$ cat config.mk
export PLATFORM = sky130hd
export DESIGN_NAME = mem_arbiter_flat
export DESIGN_NICKNAME = d
export VERILOG_FILES = /design/src/rtl/mem_arbiter_if.sv /design/src/rtl/mem_arbiter.sv /design/src/flat_wrapper.sv
export SDC_FILE = /design/constraint.sdc
export NUM_CORES = 1
export LEC_CHECK = 0
export BUFFER_PORTS_ARGS = -buffer_cell sky130_fd_sc_hd__clkbuf_2
export CAP_MARGIN = 20
export CORE_ASPECT_RATIO = 0.9
export CORE_UTILIZATION = 35
export DETAILED_ROUTE_END_ITERATION = 6
export HOLD_SLACK_MARGIN = 0.15
export PLACE_DENSITY_LB_ADDON = 0.08
export SLEW_MARGIN = 20
export SYNTH_ARGS = -nofsm -noshare
export SYNTH_HDL_FRONTEND = slang
export SYNTH_SLANG_ARGS = --single-unit
$ cat constraint.sdc
create_clock -name clock -period 4 [get_ports clock]
set_input_delay 0.8 -clock clock [delete_from_list [all_inputs] [get_ports clock]]
set_output_delay 0.8 -clock clock [all_outputs]
set_load 0.05 [all_outputs]
$ cat src/rtl/mem_arbiter_if.sv
// Bus bundle between the NPC requesters (IFU, LSU), the arbiter and the data memory.
// The slave view is the arbiter. The master view is the surrounding environment:
// the requesters plus the memory.
interface mem_arbiter_if #(
   parameter int AW = 32,
   parameter int DW = 32
);
   // IFU read port
   logic          ifu_req_valid;
   logic          ifu_req_ready;
   logic [AW-1:0] ifu_addr;
   logic          ifu_resp_valid;
   logic [DW-1:0] ifu_resp_data;
   logic          ifu_resp_err;

   // LSU read/write port
   logic          lsu_req_valid;
   logic          lsu_req_ready;
   logic [AW-1:0] lsu_addr;
   logic          lsu_wen;
   logic [DW-1:0] lsu_wdata;
   logic [7:0]    lsu_wmask;
   logic          lsu_resp_valid;
   logic [DW-1:0] lsu_resp_data;
   logic          lsu_resp_err;

   // memory side
   logic          mem_valid;
   logic          mem_ready;
   logic          mem_wen;
   logic [AW-1:0] mem_raddr;
   logic [AW-1:0] mem_waddr;
   logic [DW-1:0] mem_wdata;
   logic [7:0]    mem_wmask;
   logic          mem_rvalid;
   logic [DW-1:0] mem_rdata;

   modport slave (
      input  ifu_req_valid, ifu_addr,
      output ifu_req_ready, ifu_resp_valid, ifu_resp_data, ifu_resp_err,
      input  lsu_req_valid, lsu_addr, lsu_wen, lsu_wdata, lsu_wmask,
      output lsu_req_ready, lsu_resp_valid, lsu_resp_data, lsu_resp_err,
      output mem_valid, mem_wen, mem_raddr, mem_waddr, mem_wdata, mem_wmask,
      input  mem_ready, mem_rvalid, mem_rdata
   );

   modport master (
      output ifu_req_valid, ifu_addr,
      input  ifu_req_ready, ifu_resp_valid, ifu_resp_data, ifu_resp_err,
      output lsu_req_valid, lsu_addr, lsu_wen, lsu_wdata, lsu_wmask,
      input  lsu_req_ready, lsu_resp_valid, lsu_resp_data, lsu_resp_err,
      input  mem_valid, mem_wen, mem_raddr, mem_waddr, mem_wdata, mem_wmask,
      output mem_ready, mem_rvalid, mem_rdata
   );
endinterface

$ cat src/rtl/mem_arbiter.sv
// Round-robin arbiter/sequencer that shares one data memory between the IFU and LSU.
// One transaction is in flight at a time: IDLE -> ISSUE -> WAIT -> RESP -> IDLE.
// A watchdog in WAIT turns a missing memory response into an error response.
module mem_arbiter #(
   parameter int AW      = 32,
   parameter int DW      = 32,
   parameter int TIMEOUT = 255
) (
   input  logic         clock,
   input  logic         reset,
   mem_arbiter_if.slave bus
);

   typedef enum logic [1:0] {IDLE, ISSUE, WAIT, RESP} state_t;
   typedef enum logic {SRC_IFU = 1'b0, SRC_LSU = 1'b1} src_t;

   localparam int            CW  = (TIMEOUT < 1) ? 1 : $clog2(TIMEOUT + 1);
   localparam logic [CW-1:0] TMO = CW'(TIMEOUT);

   state_t        state_reg, state_next;
   src_t          owner_reg, owner_next;
   src_t          last_grant_reg, last_grant_next;
   logic [CW-1:0] cnt_reg, cnt_next;
   logic [AW-1:0] addr_reg, addr_next;
   logic          wen_reg, wen_next;
   logic [DW-1:0] wdata_reg, wdata_next;
   logic [7:0]    wmask_reg, wmask_next;
   logic          mem_valid_reg, mem_valid_next;
   logic [1:0]    resp_valid_reg, resp_valid_next;
   logic [1:0]    resp_err_reg, resp_err_next;
   logic [DW-1:0] resp_data_reg [2];
   logic [DW-1:0] resp_data_next [2];

   logic grant_ifu, grant_lsu;

   // Combinational grant: only in IDLE (and not while reset is held); a tie goes
   // to whichever requester was not granted last.
   always_comb begin
      grant_ifu = 1'b0;
      grant_lsu = 1'b0;
      if (state_reg == IDLE && !reset) begin
         if (bus.ifu_req_valid && bus.lsu_req_valid) begin
            if (last_grant_reg == SRC_LSU) grant_ifu = 1'b1;
            else                           grant_lsu = 1'b1;
         end else begin
            grant_ifu = bus.ifu_req_valid;
            grant_lsu = bus.lsu_req_valid;
         end
      end
   end

   assign bus.ifu_req_ready = grant_ifu;
   assign bus.lsu_req_ready = grant_lsu;

   // Next-state and next-output logic; everything holds unless a transition says otherwise.
   always_comb begin
      state_next      = state_reg;
      owner_next      = owner_reg;
      last_grant_next = last_grant_reg;
      cnt_next        = cnt_reg;
      addr_next       = addr_reg;
      wen_next        = wen_reg;
      wdata_next      = wdata_reg;
      wmask_next      = wmask_reg;
      mem_valid_next  = mem_valid_reg;
      resp_valid_next = '0;
      resp_err_next   = '0;
      resp_data_next  = resp_data_reg;

      case (state_reg)
         IDLE: begin
            if (grant_ifu) begin
               owner_next      = SRC_IFU;
               last_grant_next = SRC_IFU;
               addr_next       = bus.ifu_addr;
               wen_next        = 1'b0;
               wdata_next      = '0;
               wmask_next      = 8'h0F;
               mem_valid_next  = 1'b1;
               state_next      = ISSUE;
            end else if (grant_lsu) begin
               owner_next      = SRC_LSU;
               last_grant_next = SRC_LSU;
               addr_next       = bus.lsu_addr;
               wen_next        = bus.lsu_wen;
               wdata_next      = bus.lsu_wdata;
               wmask_next      = bus.lsu_wmask;
               mem_valid_next  = 1'b1;
               state_next      = ISSUE;
            end
         end
         ISSUE: begin
            if (bus.mem_ready) begin
               mem_valid_next = 1'b0;
               cnt_next       = '0;
               state_next     = WAIT;
            end
         end
         WAIT: begin
            // mem_rvalid also acknowledges writes; its data is passed back as-is
            if (bus.mem_rvalid) begin
               resp_valid_next[owner_reg] = 1'b1;
               resp_err_next[owner_reg]   = 1'b0;
               resp_data_next[owner_reg]  = bus.mem_rdata;
               state_next                 = RESP;
            end else if (cnt_reg == TMO) begin
               resp_valid_next[owner_reg] = 1'b1;
               resp_err_next[owner_reg]   = 1'b1;
               resp_data_next[owner_reg]  = '0;
               state_next                 = RESP;
            end else begin
               cnt_next = cnt_reg + CW'(1);
            end
         end
         RESP: begin
            state_next = IDLE;
         end
         default: begin
            state_next = IDLE;
         end
      endcase
   end

   // State and output registers; reset aborts any transaction in flight.
   always_ff @(posedge clock) begin
      if (reset) begin
         state_reg      <= IDLE;
         owner_reg      <= SRC_IFU;
         last_grant_reg <= SRC_LSU;
         cnt_reg        <= '0;
         addr_reg       <= '0;
         wen_reg        <= 1'b0;
         wdata_reg      <= '0;
         wmask_reg      <= '0;
         mem_valid_reg  <= 1'b0;
         resp_valid_reg <= '0;
         resp_err_reg   <= '0;
         for (int i = 0; i < 2; i++) resp_data_reg[i] <= '0;
      end else begin
         state_reg      <= state_next;
         owner_reg      <= owner_next;
         last_grant_reg <= last_grant_next;
         cnt_reg        <= cnt_next;
         addr_reg       <= addr_next;
         wen_reg        <= wen_next;
         wdata_reg      <= wdata_next;
         wmask_reg      <= wmask_next;
         mem_valid_reg  <= mem_valid_next;
         resp_valid_reg <= resp_valid_next;
         resp_err_reg   <= resp_err_next;
         for (int i = 0; i < 2; i++) resp_data_reg[i] <= resp_data_next[i];
      end
   end

   assign bus.mem_valid      = mem_valid_reg;
   assign bus.mem_wen        = wen_reg;
   assign bus.mem_raddr      = addr_reg;
   assign bus.mem_waddr      = addr_reg;
   assign bus.mem_wdata      = wdata_reg;
   assign bus.mem_wmask      = wmask_reg;

   assign bus.ifu_resp_valid = resp_valid_reg[SRC_IFU];
   assign bus.ifu_resp_err   = resp_err_reg[SRC_IFU];
   assign bus.ifu_resp_data  = resp_data_reg[SRC_IFU];
   assign bus.lsu_resp_valid = resp_valid_reg[SRC_LSU];
   assign bus.lsu_resp_err   = resp_err_reg[SRC_LSU];
   assign bus.lsu_resp_data  = resp_data_reg[SRC_LSU];

endmodule

$ cat src/flat_wrapper.sv
// flat-port wrapper written by rule: the top's interface ports become plain ports
module mem_arbiter_flat 
#(
   parameter int AW      = 32,
   parameter int DW      = 32,
   parameter int TIMEOUT = 255
)
  (clock, reset, bus_ifu_req_valid, bus_ifu_addr, bus_ifu_req_ready, bus_ifu_resp_valid, bus_ifu_resp_data, bus_ifu_resp_err, bus_lsu_req_valid, bus_lsu_addr, bus_lsu_wen, bus_lsu_wdata, bus_lsu_wmask, bus_lsu_req_ready, bus_lsu_resp_valid, bus_lsu_resp_data, bus_lsu_resp_err, bus_mem_valid, bus_mem_wen, bus_mem_raddr, bus_mem_waddr, bus_mem_wdata, bus_mem_wmask, bus_mem_ready, bus_mem_rvalid, bus_mem_rdata);
  mem_arbiter_if #(.AW(AW), .DW(DW)) bus_i ();
  input  logic clock;
  input  logic reset;
  input wire logic [$bits(bus_i.ifu_req_valid)-1:0] bus_ifu_req_valid;
  input wire logic [$bits(bus_i.ifu_addr)-1:0] bus_ifu_addr;
  output wire logic [$bits(bus_i.ifu_req_ready)-1:0] bus_ifu_req_ready;
  output wire logic [$bits(bus_i.ifu_resp_valid)-1:0] bus_ifu_resp_valid;
  output wire logic [$bits(bus_i.ifu_resp_data)-1:0] bus_ifu_resp_data;
  output wire logic [$bits(bus_i.ifu_resp_err)-1:0] bus_ifu_resp_err;
  input wire logic [$bits(bus_i.lsu_req_valid)-1:0] bus_lsu_req_valid;
  input wire logic [$bits(bus_i.lsu_addr)-1:0] bus_lsu_addr;
  input wire logic [$bits(bus_i.lsu_wen)-1:0] bus_lsu_wen;
  input wire logic [$bits(bus_i.lsu_wdata)-1:0] bus_lsu_wdata;
  input wire logic [$bits(bus_i.lsu_wmask)-1:0] bus_lsu_wmask;
  output wire logic [$bits(bus_i.lsu_req_ready)-1:0] bus_lsu_req_ready;
  output wire logic [$bits(bus_i.lsu_resp_valid)-1:0] bus_lsu_resp_valid;
  output wire logic [$bits(bus_i.lsu_resp_data)-1:0] bus_lsu_resp_data;
  output wire logic [$bits(bus_i.lsu_resp_err)-1:0] bus_lsu_resp_err;
  output wire logic [$bits(bus_i.mem_valid)-1:0] bus_mem_valid;
  output wire logic [$bits(bus_i.mem_wen)-1:0] bus_mem_wen;
  output wire logic [$bits(bus_i.mem_raddr)-1:0] bus_mem_raddr;
  output wire logic [$bits(bus_i.mem_waddr)-1:0] bus_mem_waddr;
  output wire logic [$bits(bus_i.mem_wdata)-1:0] bus_mem_wdata;
  output wire logic [$bits(bus_i.mem_wmask)-1:0] bus_mem_wmask;
  input wire logic [$bits(bus_i.mem_ready)-1:0] bus_mem_ready;
  input wire logic [$bits(bus_i.mem_rvalid)-1:0] bus_mem_rvalid;
  input wire logic [$bits(bus_i.mem_rdata)-1:0] bus_mem_rdata;
  assign bus_i.ifu_req_valid = bus_ifu_req_valid;
  assign bus_i.ifu_addr = bus_ifu_addr;
  assign bus_ifu_req_ready = bus_i.ifu_req_ready;
  assign bus_ifu_resp_valid = bus_i.ifu_resp_valid;
  assign bus_ifu_resp_data = bus_i.ifu_resp_data;
  assign bus_ifu_resp_err = bus_i.ifu_resp_err;
  assign bus_i.lsu_req_valid = bus_lsu_req_valid;
  assign bus_i.lsu_addr = bus_lsu_addr;
  assign bus_i.lsu_wen = bus_lsu_wen;
  assign bus_i.lsu_wdata = bus_lsu_wdata;
  assign bus_i.lsu_wmask = bus_lsu_wmask;
  assign bus_lsu_req_ready = bus_i.lsu_req_ready;
  assign bus_lsu_resp_valid = bus_i.lsu_resp_valid;
  assign bus_lsu_resp_data = bus_i.lsu_resp_data;
  assign bus_lsu_resp_err = bus_i.lsu_resp_err;
  assign bus_mem_valid = bus_i.mem_valid;
  assign bus_mem_wen = bus_i.mem_wen;
  assign bus_mem_raddr = bus_i.mem_raddr;
  assign bus_mem_waddr = bus_i.mem_waddr;
  assign bus_mem_wdata = bus_i.mem_wdata;
  assign bus_mem_wmask = bus_i.mem_wmask;
  assign bus_i.mem_ready = bus_mem_ready;
  assign bus_i.mem_rvalid = bus_mem_rvalid;
  assign bus_i.mem_rdata = bus_mem_rdata;
  mem_arbiter #(.AW(AW), .DW(DW), .TIMEOUT(TIMEOUT)) u_core (.clock(clock), .reset(reset), .bus(bus_i));
endmodule
Word-level counts from Yosys, hierarchy flattened
Cells that the tools add are included.
{"block": "word_totals", "reg_bits": 154, "in_bits": 143, "word_cells": 86}
{"block": "classes", "addsub": 1, "order_cmp": 4, "eq_ne": 9, "n_mux": 38, "bitwise": 4, "n_reduce_logical": 17}
{"op": "2-to-1 mux 32 bit", "count": 5}
{"op": "2-to-1 mux 64 bit", "count": 2}
{"op": "bitwise AND 64 bit", "count": 1}
{"op": "bitwise mux 64 bit", "count": 1}
{"op": "inverter 64 bit", "count": 1}
{"op": "2-to-1 mux 8 bit", "count": 5}
{"op": "demux 32 bit (select 1 bit)", "count": 1}
{"op": "case mux 8 bit (2 select lines)", "count": 1}
{"op": "2-to-1 mux 2 bit", "count": 7}
{"op": "2-to-1 mux 1 bit", "count": 13}
{"op": "adder 8 x 1 -> 8 bit, second input constant", "count": 1}
{"op": "equality test 8 bit, second input constant", "count": 1}
{"op": "case mux 2 bit (4 select lines)", "count": 1}
{"op": "nonzero test 2 bit", "count": 4}
{"op": "!= test 2 bit, second input constant", "count": 3}
{"op": "AND reduction 3 bit", "count": 2}
{"op": "equality test 2 bit, second input constant", "count": 2}
{"op": "logical AND 1 bit", "count": 4}
{"op": "AND reduction 2 bit", "count": 2}
{"op": "AND reduction 4 bit", "count": 1}
{"op": "!= test 3 x 2 -> 1 bit, second input constant", "count": 1}
{"op": "!= test 3 bit, second input constant", "count": 1}
{"op": "OR reduction 3 bit", "count": 1}
{"op": "equality test 2 x 1 -> 1 bit, second input constant", "count": 1}
{"op": "11 further kinds", "count": 11}

Longest topological paths before layout
Gate-level depths: netlist (run 1).
{"block": "depth", "ltp_word": 9, "ltp_mapped": 9}

Worst setup path after synthesis (run 1)
Ideal clock, no wire load.
{"block": "synth_timing", "kind": "input-to-output", "startpoint": "input reset", "endpoint": "output bus_lsu_req_ready", "t_arrival_ps": 1975, "required_time_ps": 3200, "setup_slack_ps": 1225, "cell_stages": 5, "n_path_buf": 2, "path_cell_list": "buf_2 > nor2b_2 > nand3_1 > inv_1 > clkbuf_1"}
{"block": "synth_via", "elab_chain_cells": 3}
{"item": "start, declared", "line": "flat_wrapper.sv:11", "text": "input logic reset;"}
{"item": "logical NOT 1 bit", "line": "mem_arbiter.sv:41", "text": "if (state_reg == IDLE && !reset) begin"}
{"item": "logical AND 1 bit", "line": "mem_arbiter.sv:41"}
{"item": "2-to-1 mux 1 bit", "line": "mem_arbiter.sv:41"}
{"item": "end, declared", "line": "flat_wrapper.sv:23", "text": "output wire logic [$bits(bus_i.lsu_req_ready)-1:0] bus_lsu_req_ready;"}
No other way between the ends.

Worst setup path after layout (run 1)
{"block": "layout_timing", "startpoint": "register u_core.state_reg[1]", "endpoint": "output bus_lsu_req_ready"}
{"block": "layout_via", "elab_chain_cells": 3}
{"item": "start, declared", "line": "mem_arbiter.sv:20", "text": "state_t state_reg, state_next;"}
{"item": "start signal, assigned", "line": "mem_arbiter.sv:140", "text": "state_reg <= state_next;"}
{"item": "logical NOT 2 bit", "line": "mem_arbiter.sv:41"}
{"item": "logical AND 1 bit", "line": "mem_arbiter.sv:41"}
{"item": "2-to-1 mux 1 bit", "line": "mem_arbiter.sv:41"}
No other way between the ends.

==> results.md, run 1 <==
- RSZ-0062 raised after global routing: no
- Share of layout cells above drive strength 1: 44.4%
- Distinct cells, synth: 47
- Die area: about 18000 um2
- Top_reg_cell synth: dfxtp_1
- Synth area leaders: dfxtp_1 52%, a32o_1 11%, mux2i_1 5.6%, a22oi_1 4.7%, nor2_1 4.7%
- Critical setup path kind: flip-flop to output port
- Layout Nets: roughly 1000
- Share of the synthesized area in the top cell type: about half
- Grt ovf: 0
- Syn_nets: between 700 and 800
- N_diodes: 0
- Final Skew: slightly below 0.009 ns
- Worst slew pin tran: about 0.84 ns
- Max-Cap Viols: 0
- DR DRC count: 0
- Initial antenna violation count: 0
- Post-route ant nets: 0
- Core area: about 16000 um2
- Slew Viols, Final: 0
- Async set-reset flop share out of synthesis: 0%
- Crit-path max FO: 6
- Final setup viols: 0
- Area delta synth->final: 35.6%
- Rel. slew slack: 44.0%
- Site row count: 44
- Cell count after synthesis: 563
- Die Y: 126 um
- # IOs: roughly 320
- First-pass GRT wire length: 27000 um
- Post-Route WL: around 17000 um
- Dpl ws: ~1.3 ns
- Final Hold Viols: 0
- DR WL/cell: 16.2 um
- Worst VDD drop: between 0.3 and 0.4 mV
- Startpoint Class: flip-flop
- Leading area contributor after synthesis: dfxtp_1
- Root Driver: clkbuf_16
- Worst Setup End Kind: output port
- Area after DPL: around 7400 um2
- DRT iter0 DRCs: around 320
- Starting density of the core: between 30 and 40%
- Fmax: between 0.3 and 0.4 GHz
- Leak Pwr: around 3.6 nW
- H-tree Lvls: 4
- Largest net degree at the start of global routing: 66
- Min cycle time layout: about 2.8 ns
- Post-CTS Hold Buffers: 0
- PostCTS Resize Cnt: 0
- Gpl congestion: between 0.7 and 0.8
- Tot GR Track Use: 19.4%
- 1st-pass router iterations: 5
- Vias: about 5400
- Vias in the first global route: 5361
- Yosys warning count: 0
- Yosys reg bits: roughly 150
- Critical Path AT: a little under 2 ns
- Clock sinks: 154
- Status: finished clean
- DR vias/cell: approximately 5.1
- Worst-Skew Late Latency: 0.41 ns
- # port buffers: ~320
- Max clock buf depth: 2
- Commonest non-fill, non-tap cell in the layout: clkbuf_2
- Post-Syn Area per Cell: ~11 um2
- Worst-path clk slew: 0.06 ns
- Seq/Total Area, Yosys: about half
- Worst EP required: between 3 and 4 ns
- Setup ws final: 1.24 ns
- Post-CTS Setup Bufs: 0
- TritonCTS clock tree: done
- TNS Setup: 0 ns
- Period utilization: around 69%
- Hold WC Path Type: flip-flop to flip-flop
- Die X: around 140 um
- Most frequent cells in the layout: 316 x clkbuf_2, 154 x dfxtp_1, 73 x nor2_1
- CTS Buf Count: 17
- EDFF count, synth: 0
- Post-Synthesis Cell Area: 5950 um2
- PwrDens: around 680 nW/um2
- Dpl hpwl: 12100 um
- Final instance area: roughly 8100 um2
-- cells in the mapped netlist (4+ instances only) --
library cell / count
mux2i_1: 33
a22oi_1: 37
inv_1: 7
clkbuf_1: 27
dfxtp_1: 154
buf_4: 33
a21oi_1: 6
a211oi_1: 33
a32o_1: 64
ha_1: 4
nand2b_1: 4
nor2_1: 74
buf_2: 12
nand3_1: 5
buf_6: 6
o221a_2: 4
nand2_1: 8
o21ai_0: 5
a31oi_1: 5
-- cells by family (layout without fill, tap and decap cells) --
kind of cell             after synthesis  count (layout)  synth area share, %
adder cells (fa/ha/maj)                4               4                0.842
buffers and inverters                 88             368                 8.65
AND/OR/NAND/NOR                      111             111                 8.27
multiplexers                          33              33                 5.56
flip-flops                           154             154                 51.9
AO/OA/AOI/OAI                        173             173                 24.8
-- worst paths after layout --
| check | endpoint | from | slack (ns) | depth (start not counted) |
|---|---|---|---|---|
| hold reg to reg | u_core.bus.ifu_resp_data[13] | u_core.bus.ifu_resp_data[13] | 0.46 | 1 |
| setup / recovery | bus_lsu_req_ready | u_core.state_reg[1] | 1.24 | 6 |
| hold / removal | u_core.bus.ifu_resp_data[13] | u_core.bus.ifu_resp_data[13] | 0.46 | 1 |
| setup reg to reg | u_core.bus.mem_raddr[19] | u_core.state_reg[1] | 1.69 | 7 |
-- critical path: stages, from the launching register on --
cell and delay, ns:
dfxtp_1 0.31, inv_1 0.09, ha_1 0.26, nor2b_2 0.26
nand3_1 0.20, inv_1 0.25, buf_12 0.17
-- power by group --
part / switching [W] / internal [W]
Sequential: 0.000127 / 0.00172
Combinational: 0.00144 / 0.000486
Clock: 0.000651 / 0.00104
-- final cells by class --
class	instances	area, um2
fill	1567	8290
sequential	154	3080
multi-input combinational	321	2360
timing repair buffer	329	1700
clock buffer	20	467
tap	207	259
clock inverter	12	163
inverter	7	26.3
-- stage by stage --
stage | util, % | cells | hold slack, ns | total power (W)
floorplan | - | 563 | 0.453 | 0.00346
global placement | 45.5 | 1018 | 0.448 | 0.00379
detailed placement | 45.5 | 1018 | 0.453 | 0.00382
CTS | 49.3 | 1050 | 0.467 | 0.00553
global route | 49.3 | 1050 | 0.474 | 0.00573
finish | 49.3 | 1050 | 0.465 | 0.00547
-- per-layer routing --
metal  vias up  routed length (um)  track usage, %
met4         0                  31            4.51
met2       182                8450            33.7
met3         2                1340            7.34
li1       2645                   -               -
met5         -                   0               0
met1      2545                7170            22.5
No activity file was read; power rests on OpenSTA's default activity.
==> run 2, diff against run 1 <==
ABC_AREA = 1   (was not set)
clock period = 2.7 ns   (was 4 ns; I/O delays follow)
==> run 2 against run 1 <==
Compared with the run above:
- synthesized area increased by 5.2%
- global-route usage decreased by 0.53 points
- die area up 5.2%
- flip-flop and latch count unchanged
- cell area is 4.3% higher
- hold slack got worse by 0.11 ns
- critical path type unchanged
- highest routed layer unchanged
==> results.md, run 2 <==
- Status: finished clean (unchanged)
- Async set-reset flop share out of synthesis: 0% (unchanged)
- Die area: 18400 um2 (was 17500 um2)
- Final instance area: 8420 um2 (was 8070 um2)
- Dpl ws: 0.767 ns (was 1.34 ns)
- # IOs: 319 (unchanged)
- RSZ-0062 raised after global routing: no (unchanged)
- Root Driver: clkbuf_16 (unchanged)
- Fmax: about 0.43 GHz
- Hold WC Path Type: input pin to flip-flop (was flip-flop to flip-flop)
- Tot GR Track Use: 18.8% (was 19.4%)
- Reg2Reg Depth: 9 (was 7)
- Post-Layout Cell Count: 1358 (was 1050)
- Multiplexer area fraction after synthesis: 0% (was 5.56%)
- Share of the synthesized area in the top cell type: 49.3% (was 51.9%)
- Die Y: 129 um (was 126 um)
- Worst-path clk slew: 0.07 ns (was 0.06 ns)
- Initial antenna violation count: 0 (unchanged)
- Psw: 0.00353 W (was 0.00222 W)
- Worst-Skew Late Latency: 0.42 ns (was 0.41 ns)
- Critical setup path kind: flip-flop to output port (unchanged)
- Vias in the first global route: 5602 (was 5361)
- Seq/Total Area, Yosys: 49.3% (was 51.9%)
- Crit Reg-Reg Startpoint: u_core.state_reg[1] (unchanged)
- Largest net degree at the start of global routing: 74 (was 66)
- Leading area contributor after synthesis: dfxtp_1 (unchanged)
- Cell-internal power: 0.00469 W (was 0.00325 W)
- Startpoint Class: flip-flop (unchanged)
- Distinct cells, synth: 26 (was 47)
- Leak Pwr: 4.03 nW (was 3.63 nW)
- Max-Cap Viols: 0 (unchanged)
- Period utilization: a little under nine tenths
- DR DRC count: 0 (unchanged)
- Part of the power in registers: 33.4% (was 33.8%)
- Synth area leaders: dfxtp_1 49%, nand2_1 18%, a21oi_1 8.8%, buf_4 4.4%, o211ai_1 3.8% (was dfxtp_1 52%, a32o_1 11%, mux2i_1 5.6%, a22oi_1 4.7%, nor2_1 4.7%)
- First-pass GRT wire length: 27600 um (was 27000 um)
- Fin util: 47.9% (was 49.3%)
- Post-CTS Setup Bufs: 0 (unchanged)
- Part of the power in combinational logic: 36.7% (was 35.3%)
- Clock power share: 29.9% (was 30.9%)
- Area delta synth->final: 34.5% (was 35.6%)
- Worst Setup End Kind: output port (unchanged)
- Crit-path max FO: 6 (unchanged)
- Clock sinks: 154 (unchanged)
- Post-CTS Hold Buffers: 0 (unchanged)
- Post-Syn Area per Cell: 7.49 um2 (was 10.6 um2)
- Sw Ratio: 42.9% (was 40.6%)
- Reg2Reg Setup Slack: 0.91 ns (was 1.69 ns)
- # port buffers: 318 (unchanged)
- PostCTS Resize Cnt: 0 (unchanged)
- Final Skew: 0.0121 ns (was 0.00870 ns)
- Dpl hpwl: 12300 um (was 12100 um)
- Cell count after synthesis: 835 (was 563)
- EDFF count, synth: 0 (unchanged)
- Post-synthesis adder-cell area fraction: 0.800% (was 0.842%)
- Most frequent cell after synthesis: nand2_1 (was dfxtp_1)
- 1st-pass router iterations: 4 (was 5)
- Hold path start: bus_lsu_wmask[5] (was u_core.bus.ifu_resp_data[13])
- Post-Route WL: 17700 um (was 17000 um)
- Gpl congestion: 0.747 (was 0.793)
- Synth Area in XOR/XNOR: 0% (unchanged)
- Commonest non-fill, non-tap cell in the layout: clkbuf_2 (unchanged)
- Min cycle time layout: around 2.3 ns
- Die X: 143 um (was 139 um)
- Hold path depth: 3 (was 1)
- Slew Viols, Final: 0 (unchanged)
- N_diodes: 0 (unchanged)
- Setup ws final: 0.372 ns (was 1.24 ns)
- Yosys reg bits: 154 (unchanged)
- Most frequent cells in the layout: 317 x clkbuf_2, 302 x nand2_1, 154 x dfxtp_1 (was 316 x clkbuf_2, 154 x dfxtp_1, 73 x nor2_1)
- Site row count: 46 (was 44)
- Worst slew pin tran: 0.796 ns (was 0.840 ns)
- Main combinational cell family by area after synthesis: simple AND/OR/NAND/NOR gates (was compound AO/OA/AOI/OAI gates)
- Simple-gate area share of the yosys netlist: 25.6% (was 8.27%)
- Area after DPL: 7810 um2 (was 7440 um2)
- DR WL/cell: 13.0 um (was 16.2 um)
- Post-Synthesis Cell Area: 6260 um2 (was 5950 um2)
- Vias: 6109 (was 5374)
- Final Hold Viols: 0 (unchanged)
- Commonest cells post-synth: 302 x nand2_1, 154 x dfxtp_1, 110 x a21oi_1 (was 154 x dfxtp_1, 74 x nor2_1, 64 x a32o_1)
- DRT iter0 DRCs: 240 (was 316)
- PwrDens: 976 nW/um2 (was 678 nW/um2)
- TritonCTS clock tree: done (unchanged)
- Starting density of the core: 35.6% (was 36.4%)
- Grt ovf: 0 (unchanged)
- Syn_nets: 982 (was 710)
- DR vias/cell: 4.50 (was 5.12)
- H-tree Lvls: 4 (unchanged)
- Worst VDD drop: 0.728 mV (was 0.319 mV)
- Synth Area in Compound Gates: 13.4% (was 24.8%)
- Critical Path AT: 1.79 ns (was 1.96 ns)
- FF-to-FF End: u_core.bus.mem_wdata[16] (was u_core.bus.mem_raddr[19])
- Dpl cells: 1326 (was 1018)
- Core area: 17600 um2 (was 16400 um2)
- Layout Nets: 1252 (was 977)
- Share of layout cells above drive strength 1: 34.3% (was 44.4%)
- Top_reg_cell synth: dfxtp_1 (unchanged)
- CTS Buf Count: 17 (unchanged)
- Max clock buf depth: 2 (unchanged)
- Yosys warning count: 0 (unchanged)
- Hold Path Sink: u_core.bus.mem_wmask[5] (was u_core.bus.ifu_resp_data[13])
- Rel. slew slack: 46.9% (was 44.0%)
- Worst EP required: 2.16 ns (was 3.20 ns)
- Post-route ant nets: 0 (unchanged)
- TNS Setup: 0 ns (unchanged)
- Final setup viols: 0 (unchanged)
==> run 2: cell types whose count changed in the layout (fill, tap and decap cells not counted), moves of 5 or more <==
| cell | before | now |
|---|---|---|
| nor2_1 | 73 | 24 |
| nand3_1 | 5 | 44 |
| inv_2 | 0 | 5 |
| nand2_1 | 8 | 302 |
| a32o_1 | 64 | 0 |
| mux2i_1 | 33 | 0 |
| inv_1 | 7 | 51 |
| a22oi_1 | 37 | 0 |
| a211oi_1 | 33 | 1 |
| o211ai_1 | 2 | 32 |
| nand2_2 | 0 | 5 |
| a21oi_1 | 6 | 110 |
==> run 2: final cells by class <==
cell class                 instances  area [um2]
clock buffer                      17         425
clock inverter                    15         183
tap                              240         300
sequential                       154        3080
timing repair buffer             331        1720
multi-input combinational        545        2500
inverter                          56         210
fill                            1807        9140
==> run 2: worst max-delay path by stage <==
stage                              from                 to  slack (ns)  cells after the start
global placement                  reset  bus_lsu_req_ready        0.80                      5
detailed placement                reset  bus_lsu_req_ready        0.77                      5
floorplan           u_core.state_reg[0]  bus_ifu_req_ready        0.87                      7
global route        u_core.state_reg[1]  bus_lsu_req_ready        0.25                      7
CTS                 u_core.state_reg[0]  bus_lsu_req_ready        0.35                      7
finish              u_core.state_reg[1]  bus_lsu_req_ready        0.37                      7
==> run 2: worst max-delay path: stages, from the launching register on <==
cell and delay (ns):
dfxtp_1 0.32, inv_1 0.09, ha_1 0.21, inv_2 0.07, nor2_4 0.12, nand3_2 0.15
inv_2 0.14, clkbuf_2 0.29
==> run 2: through the flow <==
step | power (W) | hold WS, ns
2_1_floorplan | 0.00523 | 0.460
3_3_place_gp | 0.00583 | 0.448
3_5_place_dp | 0.00583 | 0.452
4_1_cts | 0.00831 | 0.329
5_1_grt | 0.00865 | 0.327
6_report | 0.00821 | 0.354
==> run 2: routing by layer <==
metal / global-route usage [%] / share of wire, % / up-vias
met5: 0 / 0 / -
met4: 5.95 / 1.2 / 0
met3: 6.25 / 7.4 / 16
met2: 30.7 / 46 / 201
met1: 23.5 / 45 / 2701
li1: - / - / 3191
==> run 2: cells by family (layout without fill, tap and decap cells) <==
kind of cell               Yosys count  count (layout)
adders and majority gates            4               4
and+or+nand+nor                    392             392
AOI/OAI and AO/OA                  149             149
buffers and inverters              136             419
DFF                                154             154
==> run 2: power by group through the flow <==
stage	Combinational, W	Clock, W	Sequential, W
4_1_cts	0.00304	0.00252	0.00275
3_5_place_dp	0.00304	0	0.00279
6_report	0.00301	0.00246	0.00274
2_1_floorplan	0.00167	0	0.00357
3_3_place_gp	0.00304	0	0.00279
5_1_grt	0.00326	0.00261	0.00278
